**src/rtl/mem_arb_pkg.sv**
```systemverilog
// Shared types for the IF/LSU memory port arbiter.
//   arb_state_e : arbiter FSM states
//   arb_src_e   : which requester owns the in-flight transaction
//   mem_req_t   : latched bus request payload
// Optional feature macro used by the design: MEM_ARB_STARVE_GUARD_EN.
package mem_arb_pkg;

    localparam int unsigned MEM_ADDR_W = 32;
    localparam int unsigned MEM_DATA_W = 32;
    localparam int unsigned MEM_BE_W   = MEM_DATA_W / 8;

    typedef enum logic [1:0] {
        ARB_IDLE  = 2'd0,
        ARB_ISSUE = 2'd1,
        ARB_WAIT  = 2'd2
    } arb_state_e;

    typedef enum logic {
        SRC_IF  = 1'b0,
        SRC_LSU = 1'b1
    } arb_src_e;

    typedef struct packed {
        logic [MEM_ADDR_W-1:0] addr;
        logic [MEM_DATA_W-1:0] wdata;
        logic                  we;
        logic [MEM_BE_W-1:0]   be;
    } mem_req_t;

endpackage

```
**src/rtl/mem_arb_grant.sv**
```systemverilog
// Winner selection between IF and LSU requesters.
// Ports:
//   clk_i, rst_i  clock / async active-high reset (used only by the starvation guard)
//   if_valid_i    IF request pending
//   ls_valid_i    LSU request pending
//   accept_i      a request is being granted this cycle
//   grant_ls_o    1 = LSU wins, 0 = IF wins (meaningful only while accept_i)
// Macro MEM_ARB_STARVE_GUARD_EN: when defined, a saturating LSU streak counter
// hands the grant to IF after MAX_LSU_STREAK consecutive LSU wins over a waiting IF.
module mem_arb_grant
    import mem_arb_pkg::*;
#(
    parameter int unsigned MAX_LSU_STREAK = 4
) (
    input  logic clk_i,
    input  logic rst_i,
    input  logic if_valid_i,
    input  logic ls_valid_i,
    input  logic accept_i,
    output logic grant_ls_o
);

`ifdef MEM_ARB_STARVE_GUARD_EN
    localparam int unsigned STREAK_W = $clog2(MAX_LSU_STREAK + 1);
    localparam logic [STREAK_W-1:0] STREAK_MAX = STREAK_W'(MAX_LSU_STREAK);

    logic [STREAK_W-1:0] streak_q, streak_d;
    logic                force_if;

    assign force_if   = if_valid_i && (streak_q == STREAK_MAX);
    assign grant_ls_o = ls_valid_i && !force_if;

    // Count LSU wins only while IF is actually being held off; anything else restarts.
    always_comb begin
        streak_d = streak_q;
        if (accept_i) begin
            if (grant_ls_o && if_valid_i) begin
                if (streak_q != STREAK_MAX) begin
                    streak_d = streak_q + STREAK_W'(1);
                end
            end else begin
                streak_d = '0;
            end
        end
    end

    always_ff @(posedge clk_i or posedge rst_i) begin
        if (rst_i) begin
            streak_q <= '0;
        end else begin
            streak_q <= streak_d;
        end
    end
`else
    // Strict LSU priority; the remaining inputs have no use here.
    logic unused_guard;
    assign unused_guard = ^{clk_i, rst_i, if_valid_i, accept_i};
    assign grant_ls_o   = ls_valid_i;
`endif

endmodule

```
**src/rtl/mem_port_arbiter.sv**
```systemverilog
// Shares one single-port memory/IO bus between instruction fetch (IF) and
// load/store (LSU). One outstanding transaction: IDLE -> ISSUE -> WAIT -> IDLE.
// Ports:
//   clk_i, rst_i                      clock / async active-high reset
//   if_req_valid_i/ready_o, if_addr_i IF read request
//   if_rsp_valid_o                    IF response pulse
//   ls_req_valid_i/ready_o, ls_*      LSU load/store request
//   ls_rsp_valid_o                    LSU load data / store ack pulse
//   rsp_rdata_o                       registered response data (both requesters)
//   bus_req_*                         latched bus request with valid/ready handshake
//   bus_rsp_valid_i, bus_rdata_i      bus response
// ADDR_W/DATA_W must match the widths in mem_arb_pkg.
// Macro MEM_ARB_STARVE_GUARD_EN enables the IF starvation guard in mem_arb_grant.
module mem_port_arbiter
    import mem_arb_pkg::*;
#(
    parameter int unsigned ADDR_W         = MEM_ADDR_W,
    parameter int unsigned DATA_W         = MEM_DATA_W,
    parameter int unsigned MAX_LSU_STREAK = 4
) (
    input  logic                clk_i,
    input  logic                rst_i,
    input  logic                if_req_valid_i,
    output logic                if_req_ready_o,
    input  logic [ADDR_W-1:0]   if_addr_i,
    output logic                if_rsp_valid_o,
    input  logic                ls_req_valid_i,
    output logic                ls_req_ready_o,
    input  logic [ADDR_W-1:0]   ls_addr_i,
    input  logic [DATA_W-1:0]   ls_wdata_i,
    input  logic                ls_we_i,
    input  logic [DATA_W/8-1:0] ls_be_i,
    output logic                ls_rsp_valid_o,
    output logic [DATA_W-1:0]   rsp_rdata_o,
    output logic                bus_req_valid_o,
    input  logic                bus_req_ready_i,
    output logic [ADDR_W-1:0]   bus_addr_o,
    output logic [DATA_W-1:0]   bus_wdata_o,
    output logic                bus_we_o,
    output logic [DATA_W/8-1:0] bus_be_o,
    input  logic                bus_rsp_valid_i,
    input  logic [DATA_W-1:0]   bus_rdata_i
);

    arb_state_e        state_q, state_d;
    arb_src_e          src_q, src_d;
    mem_req_t          req_q, req_d;
    logic [DATA_W-1:0] rsp_rdata_q, rsp_rdata_d;
    logic              if_rsp_valid_q, if_rsp_valid_d;
    logic              ls_rsp_valid_q, ls_rsp_valid_d;
    logic              accept;
    logic              grant_ls;

    // Ready is combinational so the winner sees acceptance in the same cycle;
    // gated by reset so nothing is offered while the block is held in reset.
    assign accept = (state_q == ARB_IDLE) && !rst_i && (if_req_valid_i || ls_req_valid_i);

    mem_arb_grant #(
        .MAX_LSU_STREAK (MAX_LSU_STREAK)
    ) u_grant (
        .clk_i      (clk_i),
        .rst_i      (rst_i),
        .if_valid_i (if_req_valid_i),
        .ls_valid_i (ls_req_valid_i),
        .accept_i   (accept),
        .grant_ls_o (grant_ls)
    );

    assign ls_req_ready_o = accept && grant_ls;
    assign if_req_ready_o = accept && !grant_ls;

    // Next-state, request latch and response capture.
    always_comb begin
        state_d        = state_q;
        src_d          = src_q;
        req_d          = req_q;
        rsp_rdata_d    = rsp_rdata_q;
        if_rsp_valid_d = 1'b0;
        ls_rsp_valid_d = 1'b0;
        case (state_q)
            ARB_IDLE: begin
                if (accept) begin
                    state_d = ARB_ISSUE;
                    if (grant_ls) begin
                        src_d       = SRC_LSU;
                        req_d.addr  = MEM_ADDR_W'(ls_addr_i);
                        req_d.wdata = MEM_DATA_W'(ls_wdata_i);
                        req_d.we    = ls_we_i;
                        req_d.be    = MEM_BE_W'(ls_be_i);
                    end else begin
                        src_d       = SRC_IF;
                        req_d.addr  = MEM_ADDR_W'(if_addr_i);
                        req_d.wdata = '0;
                        req_d.we    = 1'b0;
                        req_d.be    = '1;
                    end
                end
            end
            ARB_ISSUE: begin
                if (bus_req_ready_i) begin
                    state_d = ARB_WAIT;
                end
            end
            ARB_WAIT: begin
                if (bus_rsp_valid_i) begin
                    state_d        = ARB_IDLE;
                    rsp_rdata_d    = bus_rdata_i;
                    if_rsp_valid_d = (src_q == SRC_IF);
                    ls_rsp_valid_d = (src_q == SRC_LSU);
                end
            end
            default: begin
                state_d = ARB_IDLE;
            end
        endcase
    end

    always_ff @(posedge clk_i or posedge rst_i) begin
        if (rst_i) begin
            state_q        <= ARB_IDLE;
            src_q          <= SRC_IF;
            req_q          <= '0;
            rsp_rdata_q    <= '0;
            if_rsp_valid_q <= 1'b0;
            ls_rsp_valid_q <= 1'b0;
        end else begin
            state_q        <= state_d;
            src_q          <= src_d;
            req_q          <= req_d;
            rsp_rdata_q    <= rsp_rdata_d;
            if_rsp_valid_q <= if_rsp_valid_d;
            ls_rsp_valid_q <= ls_rsp_valid_d;
        end
    end

    assign bus_req_valid_o = (state_q == ARB_ISSUE);
    assign bus_addr_o      = ADDR_W'(req_q.addr);
    assign bus_wdata_o     = DATA_W'(req_q.wdata);
    assign bus_we_o        = req_q.we;
    assign bus_be_o        = (DATA_W/8)'(req_q.be);
    assign rsp_rdata_o     = rsp_rdata_q;
    assign if_rsp_valid_o  = if_rsp_valid_q;
    assign ls_rsp_valid_o  = ls_rsp_valid_q;

endmodule
```
**config.mk**
```make
export PLATFORM = sky130hd
export DESIGN_NAME = mem_port_arbiter
export DESIGN_NICKNAME = d
export VERILOG_FILES = /design/src/rtl/mem_arb_pkg.sv /design/src/rtl/mem_arb_grant.sv /design/src/rtl/mem_port_arbiter.sv
export SDC_FILE = /design/constraint.sdc
export NUM_CORES = 1
export LEC_CHECK = 0
export CORE_MARGIN = 4
export CORE_UTILIZATION = 40
export CTS_CLUSTER_SIZE = 10
export DETAILED_ROUTE_END_ITERATION = 8
export PLACE_DENSITY = 0.91
export SYNTH_ARGS = -nofsm -noshare
export SYNTH_HDL_FRONTEND = slang
export SYNTH_SLANG_ARGS = --single-unit
```
**constraint.sdc**
```tcl
create_clock -name clk_i -period 3.75 [get_ports clk_i]
set_clock_uncertainty 0.05 [all_clocks]
set_input_delay 0.375 -clock clk_i [delete_from_list [all_inputs] [get_ports clk_i]]
set_output_delay 0.375 -clock clk_i [all_outputs]
set_load 0.01 [all_outputs]
```
Yosys cells after proc, flatten, opt, wreduce, memory -nomap -nowiden
Cells that the tools add are included.
- flip-flop bits (word level): 106
- bits of input ports: 139
- output and inout bits: 106
- word-level logic and storage cells: 36
- equal/unequal tests: 5
- mux-type cells: 10
- bitwise gates (word level): 1
- reductions and logical operators: 11
- operators by type and width (kind ; count):
    2-to-1 mux 69 bit ; 1
    2-to-1 mux 2 bit ; 3
    case mux 2 bit (3 select lines) ; 1
    2-to-1 mux 1 bit ; 5
    logical AND 1 bit ; 4
    != test 2 bit, second input constant ; 2
    AND reduction 2 bit ; 2
    AND reduction 3 bit ; 1
    equality test 2 x 1 -> 1 bit, second input constant ; 1
    equality test 2 bit, second input constant ; 1
    logical NOT 1 bit ; 2
    logical NOT 2 bit ; 1
    != test 2 x 1 -> 1 bit, second input constant ; 1
    logical OR 1 bit ; 1
    inverter 1 bit ; 1

Longest topological paths before layout
- depth after elaboration: 5
- gate-level depth with buffers: 6
- mapped depth without buffers: 3

Hierarchy
Synthesis repeated with hierarchy kept, for this count alone.
- cell total of the unflattened synthesis: 345
- area total of the unflattened synthesis: 4604.4 um2
- modules (own cells, without submodules) (module ; instances ; cells each ; area each (um2) ; seq. area each (um2)):
    mem_port_arbiter ; 1 ; 344 ; 4596.9 ; 2652.5
    mem_arb_grant ; 1 ; 1 ; 7.5 ; 0.0

Worst setup path after synthesis
OpenSTA, ideal clock, no wires.
- kind: register to output
- start: register state_q[1]
- end: output if_req_ready_o
- arrival time: 1.257 ns
- data required time: 3.325 ns
- setup slack: 2.068 ns
- stages on the path, launching flop included: 5
- buffers on the path: 2
- cells stage by stage: dfrtp_1 > nor4_4 > buf_6 > buf_8 > nor2b_1
- cells in the longest elaborated chain, start to end: 4
- ends and longest elaborated chain (item ; RTL line ; source):
    from (decl) ; mem_port_arbiter.sv:45 ; arb_state_e state_q, state_d;
    from (signal assigned) ; mem_port_arbiter.sv:127 ; state_q <= state_d;
    logical NOT 2 bit ; mem_port_arbiter.sv:56 ; assign accept = (state_q == ARB_IDLE) && !rst_i && (if_req_valid_i || ls_req_valid_i);
    logical AND 1 bit (2 in a row) ; mem_port_arbiter.sv:56 ;
    logical AND 1 bit ; mem_port_arbiter.sv:70 ; assign if_req_ready_o = accept && !grant_ls;
    to (decl) ; mem_port_arbiter.sv:24 ; output logic if_req_ready_o,
No other way between the ends.

Worst setup path after layout
- start: input rst_i
- end: output if_req_ready_o
- cells in the longest elaborated chain, start to end: 4
- ends and longest elaborated chain (item ; RTL line ; source):
    from (decl) ; mem_port_arbiter.sv:22 ; input logic rst_i,
    logical NOT 1 bit (no line) ; n/a ;
    logical AND 1 bit (2 in a row) ; mem_port_arbiter.sv:56 ;
    logical AND 1 bit ; mem_port_arbiter.sv:70 ;
No other way between the ends.

==> summary.txt <==
Outcome
  – Outcome: completed

Setup path
  – Most frequent CP cell: clkdlybuf4s50_1
  – Worst R2R End: rsp_rdata_o[7]$_DFFE_PP0P_
  – Worst r2r path cells: 2
  – Worst path top cell family by delay: buffers and inverters
  – End of the critical path: if_req_ready_o
  – CP arrival: 1940 ps
  – Critical path type: primary input to output port
  – Crit path launch type: primary input
  – CP max stage delay: 580 ps
  – R2R setup slack: 1780 ps
  – Critical Path End Type: output port
  – Critical Path Fanout Max: 4
  – CP cell instances: clkdlybuf4s50_1 > nor4_4 > nor2b_1 > clkdlybuf4s50_1
  – Crit path required time: 3320 ps
  – Worst path depth: 4
  – Launch point of the worst reg-to-reg path: state_q[0]$_DFFE_PP0P_
  – Crit-path slowest cell: clkdlybuf4s50_1
  – WP buf/inv: 2
  – Crit path launch: rst_i

STA
  – Count of final max-slew check failures: 0
  – Actual slew at the worst max-slew pin: 1060 ps
  – RSZ-0062 raised after global routing: false
  – TNS Setup: 0 ps
  – Final Setup Violations: 0
  – Post-layout min period: 2360 ps
  – Relative slew slack: 29.1%
  – Fin crit share: 63.0%
  – Fin. Hold Viols: 0
  – Max Clk Rate: 423 MHz

Floorplan
  – I/O pin count: 245
  – Starting density of the core: 41.5%
  – Die W: 118 um
  – Core ar.: 0.0116 sq mm
  – Die height: 118 um
  – Row Count: 39
  – Die area: 0.0138 sq mm

Synthesis
  – Synth area leader: dfrtp_1
  – Post-synth EDFFs: 0
  – Syn_nets: 483
  – Avg Cell Area, Syn: 14.0 sq um
  – Mapped Cells: 344
  – Mux contribution to synthesized area: 33.2%
  – Top_reg_cell synth: dfrtp_1
  – Top post-synthesis cells by count: dfrtp_1, mux2_2, inv_1
  – Synth Area in Adders: 0%
  – Sequential-to-total area share from yosys stat: 55.2%
  – Area share of the largest cell type after synthesis: 55.2%
  – Cell area after synthesis: 0.00480 sq mm
  – Top-count cell post-synth: dfrtp_1
  – Most area-consuming cells after synthesis: dfrtp_1, mux2_2, mux2_4
  – Count of cell types in the netlist: 22
  – Main combinational cell family by area after synthesis: multiplexers
  – Synth Area in Simple Gates: 4.77%
  – Synth Register Bits: 106
  – YS warnings: 0
  – Async set-reset flop share out of synthesis: 100%
  – Post-synthesis compound-gate area fraction: 0.261%
  – Synth Area in XOR/XNOR: 0%

GRT
  – Initial antenna violation count: 0
  – Vias in the first global route: 3913
  – Pin count of the biggest net entering global routing: 91
  – First-pass GRT wire length: 20.3 mm
  – GR Overflow Total: 0
  – Gr usage total: 18.3%

Job
  – Maxcap violations: 0

Clock tree
  – CTS Buf Count: 9
  – Post-CTS Setup Inserts: 0
  – CTS Root Cell: clkbuf_16
  – CTS tree: built
  – Clock Path Buffers: 2
  – Clock transition at path regs: 60 ps
  – Worst skew pair latency: 330 ps
  – CTS resizes: 0
  – Hold Buf Count CTS: 0
  – CTS H-Tree Depth: 3
  – Clk sinks: 106

Final layout
  – Final nets: 723
  – Layout area overhead: 57.6%
  – Layout cell share with drive strength beyond 1: 19.0%
  – Antenna Cells: 0
  – Fin util: 65.5%

Placement
  – DPL Wire Length: 9.75 mm
  – RePlAce Congestion: 0.805
  – Number of port buffers: 244

Power and ir drop
  – VDD IR max: 0.401 mV
  – Power per cell area: 728 mW/mm^2
  – Leak: 3.28 nW

Routing
  – WL final: 12.9 mm
  – Drt first pass iters: 4
  – Via Count: 3459
  – DRC Markers: 0
  – DR WL/cell: 17.6 um
  – ANT nets after route: 0
  – Via density: 4.73
  – DR iter-0 viols: 139

Worst hold path
  – Worst Hold Class: primary input to register
[metrics by stage]
step	power, mW	setup slack [ps]	hold WS [ps]	cells	cell area [sq um]
after global routing	5.80	1250	329	732	7570
final	5.51	1390	325	732	7570
after detailed placement	4.61	1350	416	716	7270
after floorplan	3.16	536	376	344	4800
after CTS	5.58	1340	321	732	7570
after global placement	4.51	1320	410	716	7270
[worst reg2reg max path, stage by stage (launching register included)]
cell and delay, ps:
dfrtp_1 420, nand3b_2 790, mux2_1 590
[layout make-up]
type / instances / area (sq um)
fill: 867 / 4000
clock buffer: 11 / 243
tap: 143 / 179
clock inverter: 5 / 53.8
sequential: 106 / 2650
multi-input combinational: 183 / 1840
inverter: 36 / 138
timing repair buffer: 248 / 2470
[registers in the layout (all words and copies together), names as in the netlist]
| signal | cells |
|---|---|
| rsp_rdata_o | 32 |
| if_rsp_valid_o | 1 |
| bus_addr_o | 32 |
| bus_wdata_o | 32 |
| ls_rsp_valid_o | 1 |
| src_q | 1 |
| bus_we_o | 1 |
| bus_be_o | 4 |
| state_q | 2 |
[worst min path at each step]
stage                      startpoint                        to  slack [ps]  cells past startpoint
floorplan           src_q$_DFFE_PP0P_  if_rsp_valid_o$_DFF_PP0_         380                      1
global placement    src_q$_DFFE_PP0P_  if_rsp_valid_o$_DFF_PP0_         410                      1
detailed placement  src_q$_DFFE_PP0P_  if_rsp_valid_o$_DFF_PP0_         420                      1
CTS                    ls_req_valid_i         src_q$_DFFE_PP0P_         320                      2
global route           ls_req_valid_i         src_q$_DFFE_PP0P_         330                      2
finish                 ls_req_valid_i         src_q$_DFFE_PP0P_         320                      2
[report_power, final]
group          internal [mW]  switching [mW]
Combinational           1.61           0.929
Clock                  0.534           0.402
Sequential              1.70           0.334
[kinds of logic (layout without fill, tap and decap cells)]
logic type / count (synthesis) / count (layout)
flops: 106 / 106
compound gates: 2 / 2
simple gates: 47 / 47
mux: 134 / 134
buf+inv: 55 / 300
[placed cells by master, fill, tap and decap left out, types with 2 or more instances in the layout]
cell type / count
inv_1: 35
nor2b_1: 2
dfrtp_1: 106
mux2i_1: 33
clkdlybuf4s50_1: 243
clkbuf_16: 9
nor2_1: 2
nand2b_1: 5
mux2_2: 54
buf_4: 4
nand2_1: 34
mux2_1: 13
clkinv_2: 3
mux2_4: 34
[per-layer routing]
metal / share of wire [%] / GRT usage [%]
met5: 0 / 0
met4: 2.2 / 7.11
met3: 7.9 / 6.30
met2: 51 / 32.2
met1: 39 / 20.3
No activity file was read; power rests on OpenSTA's default activity.
